`config.mk`:
```
export PLATFORM = sky130hd
export DESIGN_NAME = result_drain_ctrl
export DESIGN_NICKNAME = d
export VERILOG_FILES = /design/src/rtl/matmul_pkg.sv /design/src/rtl/drain_credit_cnt.sv /design/src/rtl/result_drain_ctrl.sv
export SDC_FILE = /design/constraint.sdc
export NUM_CORES = 1
export LEC_CHECK = 0
export BUFFER_PORTS_ARGS = -buffer_cell sky130_fd_sc_hd__buf_2
export CORE_MARGIN = 4
export CORE_UTILIZATION = 53
export CTS_CLUSTER_DIAMETER = 60
export CTS_CLUSTER_SIZE = 20
export DETAILED_ROUTE_END_ITERATION = 10
export GPL_TIMING_DRIVEN = 0
export PLACE_DENSITY = 0.82
export REMOVE_ABC_BUFFERS = 1
export SLEW_MARGIN = 20
export SYNTH_ARGS = -nofsm -noshare
export SYNTH_HDL_FRONTEND = slang
export SYNTH_SLANG_ARGS = --single-unit
```
`constraint.sdc`:
```
create_clock -name clk -period 4.4 [get_ports clk]
set_input_delay 0.88 -clock clk [delete_from_list [all_inputs] [get_ports clk]]
set_output_delay 0.88 -clock clk [all_outputs]
set_load 0.05 [all_outputs]
```
`src/rtl/matmul_pkg.sv`:
```
// Shared types and constants for the matrix-multiply datapath and its control.
package matmul_pkg;

    typedef enum logic [1:0] {
        IDLE     = 2'd0,
        DRAIN    = 2'd1,
        WAIT_ACK = 2'd2,
        DONE     = 2'd3
    } drain_state_t;

    // Bus-word depth of the result shift lane; the drain controller's credit pool matches it.
    localparam int DRAIN_BUFFERS_DEF = 4;

    function automatic int word_elems(input int bus_w, input int data_w);
        return bus_w / data_w;
    endfunction

    function automatic int cnt_w(input int n);
        return (n > 1) ? $clog2(n) : 1;
    endfunction

endpackage

```
`src/rtl/drain_credit_cnt.sv`:
```
// Tracks free bus-word slots in the result lane; flags a return with nothing outstanding.
module drain_credit_cnt
    import matmul_pkg::*;
#(
    parameter int BUFFERS = DRAIN_BUFFERS_DEF
) (
    input  logic                       clk,
    input  logic                       reset_n,
    input  logic                       consume_i,
    input  logic                       return_i,
    output logic [$clog2(BUFFERS):0]   credits_o,
    output logic                       full_o,
    output logic                       err_o
);

    localparam int CW = $clog2(BUFFERS) + 1;

    logic [CW-1:0] credits_q, credits_d;
    logic          err_q, err_d;
    logic          full;

    assign full = (credits_q == CW'(BUFFERS));

    always_comb begin
        credits_d = credits_q;
        err_d     = err_q;
        case ({consume_i, return_i})
            2'b10: begin
                if (credits_q != '0) begin
                    credits_d = credits_q - CW'(1);
                end
            end
            2'b01: begin
                if (full) begin
                    err_d = 1'b1;
                end else begin
                    credits_d = credits_q + CW'(1);
                end
            end
            default: ;
        endcase
    end

    always_ff @(posedge clk or negedge reset_n) begin
        if (!reset_n) begin
            credits_q <= CW'(BUFFERS);
            err_q     <= 1'b0;
        end else begin
            credits_q <= credits_d;
            err_q     <= err_d;
        end
    end

    assign credits_o = credits_q;
    assign full_o    = full;
    assign err_o     = err_q;

endmodule

```
`src/rtl/result_drain_ctrl.sv`:
```
// Drains the systolic array into the result lane one element per cycle, credit-limited.
//
// state    | meaning
// IDLE     | waiting for start_i
// DRAIN    | emitting elements (row, col); stalls when a new word has no credit
// WAIT_ACK | all elements emitted, waiting for every lane word to be accepted
// DONE     | one-cycle done_o pulse, then IDLE
module result_drain_ctrl
    import matmul_pkg::*;
#(
    parameter int ARRAY_WIDTH  = 4,
    parameter int ARRAY_HEIGHT = 4,
    parameter int DATA_WIDTH   = 16,
    parameter int BUS_WIDTH    = 256,
    parameter int BUFFERS      = DRAIN_BUFFERS_DEF
) (
    input  logic                              clk,
    input  logic                              reset_n,
    input  logic                              start_i,
    input  logic                              accepted_i,
    output logic                              array_reset_n [ARRAY_WIDTH-1:0],
    output logic [cnt_w(ARRAY_HEIGHT)-1:0]    row_o,
    output logic                              busy_o,
    output logic                              done_o,
    output logic                              err_o
);

    localparam int WORD_ELEMS = word_elems(BUS_WIDTH, DATA_WIDTH);
    localparam int TOTAL      = ARRAY_WIDTH * ARRAY_HEIGHT;
    localparam int COL_W      = cnt_w(ARRAY_WIDTH);
    localparam int ROW_W      = cnt_w(ARRAY_HEIGHT);
    localparam int E_W        = cnt_w(WORD_ELEMS);
    localparam int CW         = $clog2(BUFFERS) + 1;

    localparam logic [COL_W-1:0] COL_LAST = COL_W'(ARRAY_WIDTH - 1);
    localparam logic [ROW_W-1:0] ROW_LAST = ROW_W'(ARRAY_HEIGHT - 1);
    localparam logic [E_W-1:0]   E_LAST   = E_W'(WORD_ELEMS - 1);

    if (TOTAL % WORD_ELEMS != 0) begin : g_bad_total
        $error("result_drain_ctrl: array element count must fill whole bus words");
    end
    if ((BUFFERS < 2) || ((BUFFERS & (BUFFERS - 1)) != 0)) begin : g_bad_buffers
        $error("result_drain_ctrl: BUFFERS must be a power of two and at least 2");
    end

    drain_state_t     state_q, state_d;
    logic [COL_W-1:0] col_q, col_d;
    logic [ROW_W-1:0] row_q, row_d;
    logic [E_W-1:0]   e_cnt_q, e_cnt_d;
    logic [ARRAY_WIDTH-1:0] arn_q, arn_d;
    logic [ROW_W-1:0] row_out_q, row_out_d;
    logic             busy_q, busy_d;
    logic             done_q, done_d;

    logic [COL_W-1:0] cur_col;
    logic [ROW_W-1:0] cur_row;
    logic [E_W-1:0]   cur_e;
    logic             try_emit;
    logic             consume;
    logic             credit_avail;
    logic [CW-1:0]    credits;
    logic             credits_full;
    logic             credit_err;

    drain_credit_cnt #(
        .BUFFERS (BUFFERS)
    ) u_credit (
        .clk       (clk),
        .reset_n   (reset_n),
        .consume_i (consume),
        .return_i  (accepted_i),
        .credits_o (credits),
        .full_o    (credits_full),
        .err_o     (credit_err)
    );

    // A word accepted this cycle is already spendable on the emission registered at this edge.
    assign credit_avail = (credits != '0) || accepted_i;

    always_comb begin
        state_d   = state_q;
        col_d     = col_q;
        row_d     = row_q;
        e_cnt_d   = e_cnt_q;
        arn_d     = '1;
        row_out_d = row_out_q;
        busy_d    = busy_q;
        done_d    = 1'b0;
        consume   = 1'b0;
        try_emit  = 1'b0;
        cur_col   = col_q;
        cur_row   = row_q;
        cur_e     = e_cnt_q;

        case (state_q)
            IDLE: begin
                if (start_i) begin
                    state_d  = DRAIN;
                    busy_d   = 1'b1;
                    cur_col  = '0;
                    cur_row  = '0;
                    cur_e    = '0;
                    try_emit = 1'b1;
                end
            end
            DRAIN: begin
                try_emit = 1'b1;
            end
            WAIT_ACK: begin
                if (credits_full) begin
                    state_d = DONE;
                    done_d  = 1'b1;
                    busy_d  = 1'b0;
                end
            end
            DONE: begin
                state_d = IDLE;
            end
            default: begin
                state_d = IDLE;
            end
        endcase

        if (try_emit) begin
            col_d   = cur_col;
            row_d   = cur_row;
            e_cnt_d = cur_e;
            if ((cur_e != '0) || credit_avail) begin
                consume          = (cur_e == '0);
                arn_d[cur_col]   = 1'b0;
                row_out_d        = cur_row;
                e_cnt_d          = (cur_e == E_LAST) ? '0 : cur_e + E_W'(1);
                if (cur_col == COL_LAST) begin
                    col_d = '0;
                    if (cur_row == ROW_LAST) begin
                        row_d   = '0;
                        state_d = WAIT_ACK;
                    end else begin
                        row_d = cur_row + ROW_W'(1);
                    end
                end else begin
                    col_d = cur_col + COL_W'(1);
                end
            end
        end
    end

    always_ff @(posedge clk or negedge reset_n) begin
        if (!reset_n) begin
            state_q   <= IDLE;
            col_q     <= '0;
            row_q     <= '0;
            e_cnt_q   <= '0;
            arn_q     <= '1;
            row_out_q <= '0;
            busy_q    <= 1'b0;
            done_q    <= 1'b0;
        end else begin
            state_q   <= state_d;
            col_q     <= col_d;
            row_q     <= row_d;
            e_cnt_q   <= e_cnt_d;
            arn_q     <= arn_d;
            row_out_q <= row_out_d;
            busy_q    <= busy_d;
            done_q    <= done_d;
        end
    end

    for (genvar c = 0; c < ARRAY_WIDTH; c++) begin : g_col
        assign array_reset_n[c] = arn_q[c];
    end

    assign row_o  = row_out_q;
    assign busy_o = busy_q;
    assign done_o = done_q;
    assign err_o  = credit_err;

endmodule

```
# Word-level counts from Yosys, hierarchy flattened

Cells that the tools add are included.

Bits in registers: 22
Output and inout bits: 9

Add/subtract/negate cells: 5
Magnitude comparators: 2
Equal/unequal tests: 13
Mux-type cells: 36
Bitwise operators: 1
Reductions and logical operators: 13

Operators by type and width:

| kind                  | count |
|---|---|
| $mux W2               | 15 |
| $mux W4               | 6 |
| $eq A2 B2 Y1 const B  | 5 |
| $mux W1               | 8 |
| $ne A2 B2 Y1 const B  | 4 |
| $mux W3               | 2 |
| $pmux W2 S3           | 1 |
| $pmux W3 S2           | 1 |
| $reduce_and A3 Y1     | 2 |
| $add A2 B1 Y2 const B | 2 |
| $add A4 B1 Y4 const B | 1 |
| $eq A2 B1 Y1 const B  | 2 |
| $eq A4 B4 Y1 const B  | 1 |
| $logic_not A4 Y1      | 1 |
| $not A4 Y4            | 1 |
| $pmux W1 S2           | 2 |
| $reduce_and A2 Y1     | 2 |
| $reduce_bool A2 Y1    | 2 |
| $reduce_bool A4 Y1    | 1 |
| $add A3 B1 Y3 const B | 1 |
| $eq A3 B3 Y1 const B  | 1 |
| $lt A2 B3 Y1 const B  | 1 |
| $reduce_bool A3 Y1    | 1 |
| $sub A3 B1 Y3 const B | 1 |
| other kinds (5)       | 6 |

# Longest topological paths before layout

Depth in word-level cells: 9
Gate-level depth with buffers: 12
Depth with buffers taken out: 11

# By module

A second synthesis with hierarchy kept.

Cells, all modules: 130
Area, all modules: 1273.7 µm²

Modules (own cells, without submodules):

| module            | instances | cells each | area each (µm²) |
|---|---|---|---|
| result_drain_ctrl | 1         | 99         | 991.0 |
| drain_credit_cnt  | 1         | 31         | 282.8 |

# Least setup slack after synthesis

No wires, ideal clock.

Path kind: in2reg
Start point: in start_i
End point: reg u_credit.credits_q[2] (netlist: u_credit.credits_o[2])
Data arrival time: 2947 ps
Required time: 4310 ps
Path slack: 1363 ps
Stages: 12
Buffers on the path: 1
Path through: or3b_1 > clkbuf_1 > and2_1 > inv_1 > ha_1 > nor2b_1 > o21ai_2 > nand2_1 > fa_1 > or2_2 > o2111ai_1 > o211ai_1

Word-level cells in the longest chain between the ends: 9
Elaborated cells on any way between the ends: 16
Those cells by class: 4 x eq/ne; 7 x mux; 5 x reduce/logical

RTL lines:

| item                                                         | line                     | RTL |
|---|---|---|
| start, declared                                              | result_drain_ctrl.sv:19  | `input logic start_i,` |
| $mux W4                                                      | result_drain_ctrl.sv:97  | `if (start_i) begin` |
| $mux W4                                                      | result_drain_ctrl.sv:95  | `case (state_q)` |
| $reduce_bool A4 Y1                                           | result_drain_ctrl.sv:128 | `if ((cur_e != '0) \|\| credit_avail) begin` |
| $logic_or A1 B1 Y1                                           | result_drain_ctrl.sv:128 |  |
| $mux W1                                                      | result_drain_ctrl.sv:128 |  |
| $mux W1 (*)                                                  | result_drain_ctrl.sv:124 | `if (try_emit) begin` |
| $eq A2 B2 Y1 or $eq A2 B1 Y1 (tied branches)                 | drain_credit_cnt.sv:27   | `case ({consume_i, return_i})` |
| $ne A2 B2 Y1 (no line) or $reduce_bool A2 Y1 (tied branches) | n/a                      |  |
| $reduce_and A3 Y1 (no line)                                  | n/a                      |  |
| end signal, assigned                                         | drain_credit_cnt.sv:46   | `credits_q <= CW'(BUFFERS);` |
| end signal, assigned                                         | drain_credit_cnt.sv:49   | `credits_q <= credits_d;` |
| end, declared                                                | drain_credit_cnt.sv:18   | `logic [CW-1:0] credits_q, credits_d;` |

Mark *: on every way between the ends. The rest lies on a longest branch, timed or not.
A chain may end at the register's enable or synchronous reset.

# Final worst setup path

Same ends and word-level chain as after synthesis.

==> impl_metrics.yaml <==
outcome:
  outcome: "completed"
clock_tree:
  numCtsBuffers: 3
  insertion_delay_ns: 0.30
  tritoncts: "yes"
  cts_setup_buffers: 0
  cts_hold_buf: 0
  cts-root-buf: "clkbuf_4"
  cts_sinks: 22
  clkTransAtPathRegs_ns: 0.12
  clk_path_buf_depth: 2
  cts-htree-levels: 1
  cts_resized: 0
power_and_ir_drop:
  combPwrFrac: 0.525
  cellPowerDensity_nw_per_um2: 776
  vdd_ir_drop_max_mv: 0.493
  internal_power_w: 0.000575
  pwr-share-seq: 0.370
  clockPowerShare: 0.105
  leakage_nw: 0.636
  switchingPower_w: 0.000468
  swShare: 0.448
timing:
  final-hold-violation-count: 0
  slew_headroom: 0.673
  setup_viol: 0
  fin_ws_ns: 1.36
  timing.fmax_mhz: 329
  clock_skew_ns: 0.00446
  rsz0062_at_grt: "no"
  min_period_ns: 3.04
  worst_pin_slew_ns: 0.490
  whs_ns: 0.487
  finalCritPeriodShare: 0.691
  slew_viol_final: 0
  tns_ns: 0
synthesis:
  yosysWarnings: 0
  synth_ff_type: "dfrtp_1"
  netlist_area_um2: 1240
  synthAdderAreaFrac: 0.0867
  ys_seq_elements: 22
  synth_xor_area_frac: 0.0212
  synth_cell_types: 47
  synth_edf_count: 0
  synth_top_family_by_area: "simple AND/OR/NAND/NOR gates"
  synth_seq_area_share: 0.449
  synth_compound_area_frac: 0.151
  synth_cells: 119
  ys_async_sr_fraction: 1.00
  yosys.area_share.simple: 0.208
  synth.avg_cell_area_um2: 10.4
  synth_mux_area_frac: 0.0413
drt:
  drt-total-wl_um: 2180
  first_pass_iters: 6
  vias: 872
  detail_route.iter0.violations: 8
  post_drt_via_cell_ratio: 5.52
  postRouteAntennaNets: 0
  wl_per_cell_um: 13.8
  drcViolationCount: 0
setup_path:
  crit_family: "simple AND/OR/NAND/NOR gates"
  critPathArrivalTime_ns: 3.27
  cp_num_buf_inv: 2
  critPathMaxFanout: 10
  cp-start-kind: "primary input"
  endpoint_kind: "flip-flop"
  path_depth: 12
  crit_required_ns: 4.63
  reg2regPathDepth: 11
  crit_path_max_incr_delay_ns: 0.44
  path_cells: "buf_2, or3b_1, and2_1, inv_1, ha_1, nor2b_1, o21ai_2, nand2_1, fa_1, or2_2, o2111ai_1, o211ai_1"
  slowest_stage: "fa_1"
  critPathKind: "primary input to flip-flop"
grt:
  antenna_found_initial: 0
  grt.overflow.total: 0
  grt_pass1_wl_um: 3820
  grt_pass1_vias: 907
  grt_max_degree: 23
  gr-usage-all-layers: 0.147
final_layout:
  stdcell_count: 158
  fin_util: 0.608
  finalNetCount: 143
  drive_above_1_share: 0.231
  n_antenna_cell: 0
  area_growth_pct: 8.37
worst_hold_path:
  hold_depth: 1
  hold_path_class: "flip-flop to flip-flop"
placement:
  place_hpwl_um: 1620
  place_ws_ns: 1.02
  place_congestion: 0.828
  port_buffers: 12
  dp.cells: 154
die:
  design.die.area_um2: 3180
  die_h_um: 56.4
  dieWidth_um: 56.4
  start_util: 0.561
  ios: 13
  rows: 17
  core_area_um2: 2210
job:
  maxCapViolations: 0
area by class of cell:
type | count | area (um2)
clock buffer | 4 | 36.3
inverter | 7 | 26.3
fill | 191 | 867
sequential | 22 | 557
tap | 28 | 35.0
timing repair buffer | 12 | 60.1
multi-input combinational | 85 | 631
stage by stage:
stage	power (W)	cell area [um2]
6_report	0.00104	1350
3_5_place_dp	0.000941	1310
5_1_grt	0.00114	1350
2_1_floorplan	0.000822	1210
3_3_place_gp	0.000908	1310
4_1_cts	0.00105	1350
sequential cells by signal (all words and copies together), names as in the netlist:
register	cells
row_q	2
array_reset_n	4
u_credit.err_o	1
busy_o	1
row_o	2
col_q	2
state_q	2
u_credit.credits_o	3
done_o	1
e_cnt_q	4
per-layer routing:
metal,vias to the layer above,global-route usage,wire length (um)
met5,-,0,0
met2,15,0.260,1070
met3,2,0.0368,73
met1,414,0.183,1020
li1,441,-,-
met4,0,0.0271,14
path summary, 6_finish.rpt:
path	start	endpoint	slack, ns
worst min-delay path	u_credit.err_o	u_credit.err_o	0.49
worst min register to register	u_credit.err_o	u_credit.err_o	0.49
min in group asynchronous	reset_n	done_o	0.51
worst max-delay path	start_i	u_credit.credits_o[2]	1.36
worst max register to register	state_q[0]	u_credit.credits_o[2]	1.59
max in group asynchronous	reset_n	array_reset_n[3]	3.53
cells by family after synthesis:
logic type / count (synthesis)
AO/OA/AOI/OAI: 24
XOR/XNOR: 3
adder cells (fa/ha/maj): 8
buffers and inverters: 12
flip-flops: 22
multiplexers: 4
AND/OR/NAND/NOR: 46
placed cells by master (no fill, tap or decap), types with 2 or more instances in the layout:
cell type and n:
o211ai_1 2, mux2_4 2, o21ai_0 4, xnor2_1 2, inv_1 7, nor2b_1 4
nor3_1 2, nand3_1 2, dfrtp_1 17, nor2_1 7, a41o_1 2, ha_1 7
clkbuf_4 3, dfstp_2 5, and2_1 3, and3_1 2, a21o_1 2, a22o_1 2
buf_2 12, nand2_1 15, nor3b_1 2
power groups by stage:
| stage | clock network (W) | registers [W] | logic [W] |
|---|---|---|---|
| floorplan | 0 | 0.000472 | 0.000349 |
| global placement | 0 | 0.000383 | 0.000524 |
| detailed placement | 0 | 0.000390 | 0.000551 |
| CTS | 0.000114 | 0.000385 | 0.000554 |
| global route | 0.000123 | 0.000401 | 0.000612 |
| finish | 0.000110 | 0.000386 | 0.000548 |
worst reg2reg max path, cell delays in order (launching register included):
cell,delay (ns)
dfrtp_1,0.47
or3b_1,0.31
and2_1,0.20
inv_1,0.05
ha_1,0.24
nor2b_1,0.17
o21ai_2,0.18
nand2_1,0.14
fa_1,0.44
or2_2,0.31
o2111ai_1,0.11
o211ai_1,0.13
synth_stat cells, types with 2 or more instances:
| cell | count | area share |
|---|---|---|
| nor2b_1 | 4 | 0.020 |
| mux2_4 | 2 | 0.024 |
| and2_1 | 3 | 0.015 |
| dfrtp_1 | 17 | 0.34 |
| o21ai_0 | 4 | 0.016 |
| dfstp_2 | 5 | 0.11 |
| and3_1 | 2 | 0.010 |
| a41o_1 | 2 | 0.016 |
| nand3_1 | 2 | 0.0081 |
| nor3b_1 | 2 | 0.012 |
| inv_1 | 7 | 0.021 |
| nor3_1 | 2 | 0.0081 |
| nand2_1 | 15 | 0.045 |
| ha_1 | 7 | 0.071 |
| a21o_1 | 2 | 0.012 |
| nor2_1 | 7 | 0.021 |
| a22o_1 | 2 | 0.014 |
| o211ai_1 | 2 | 0.012 |
| xnor2_1 | 2 | 0.014 |
| clkbuf_1 | 3 | 0.0091 |
Power figures use the tool's default switching activity.
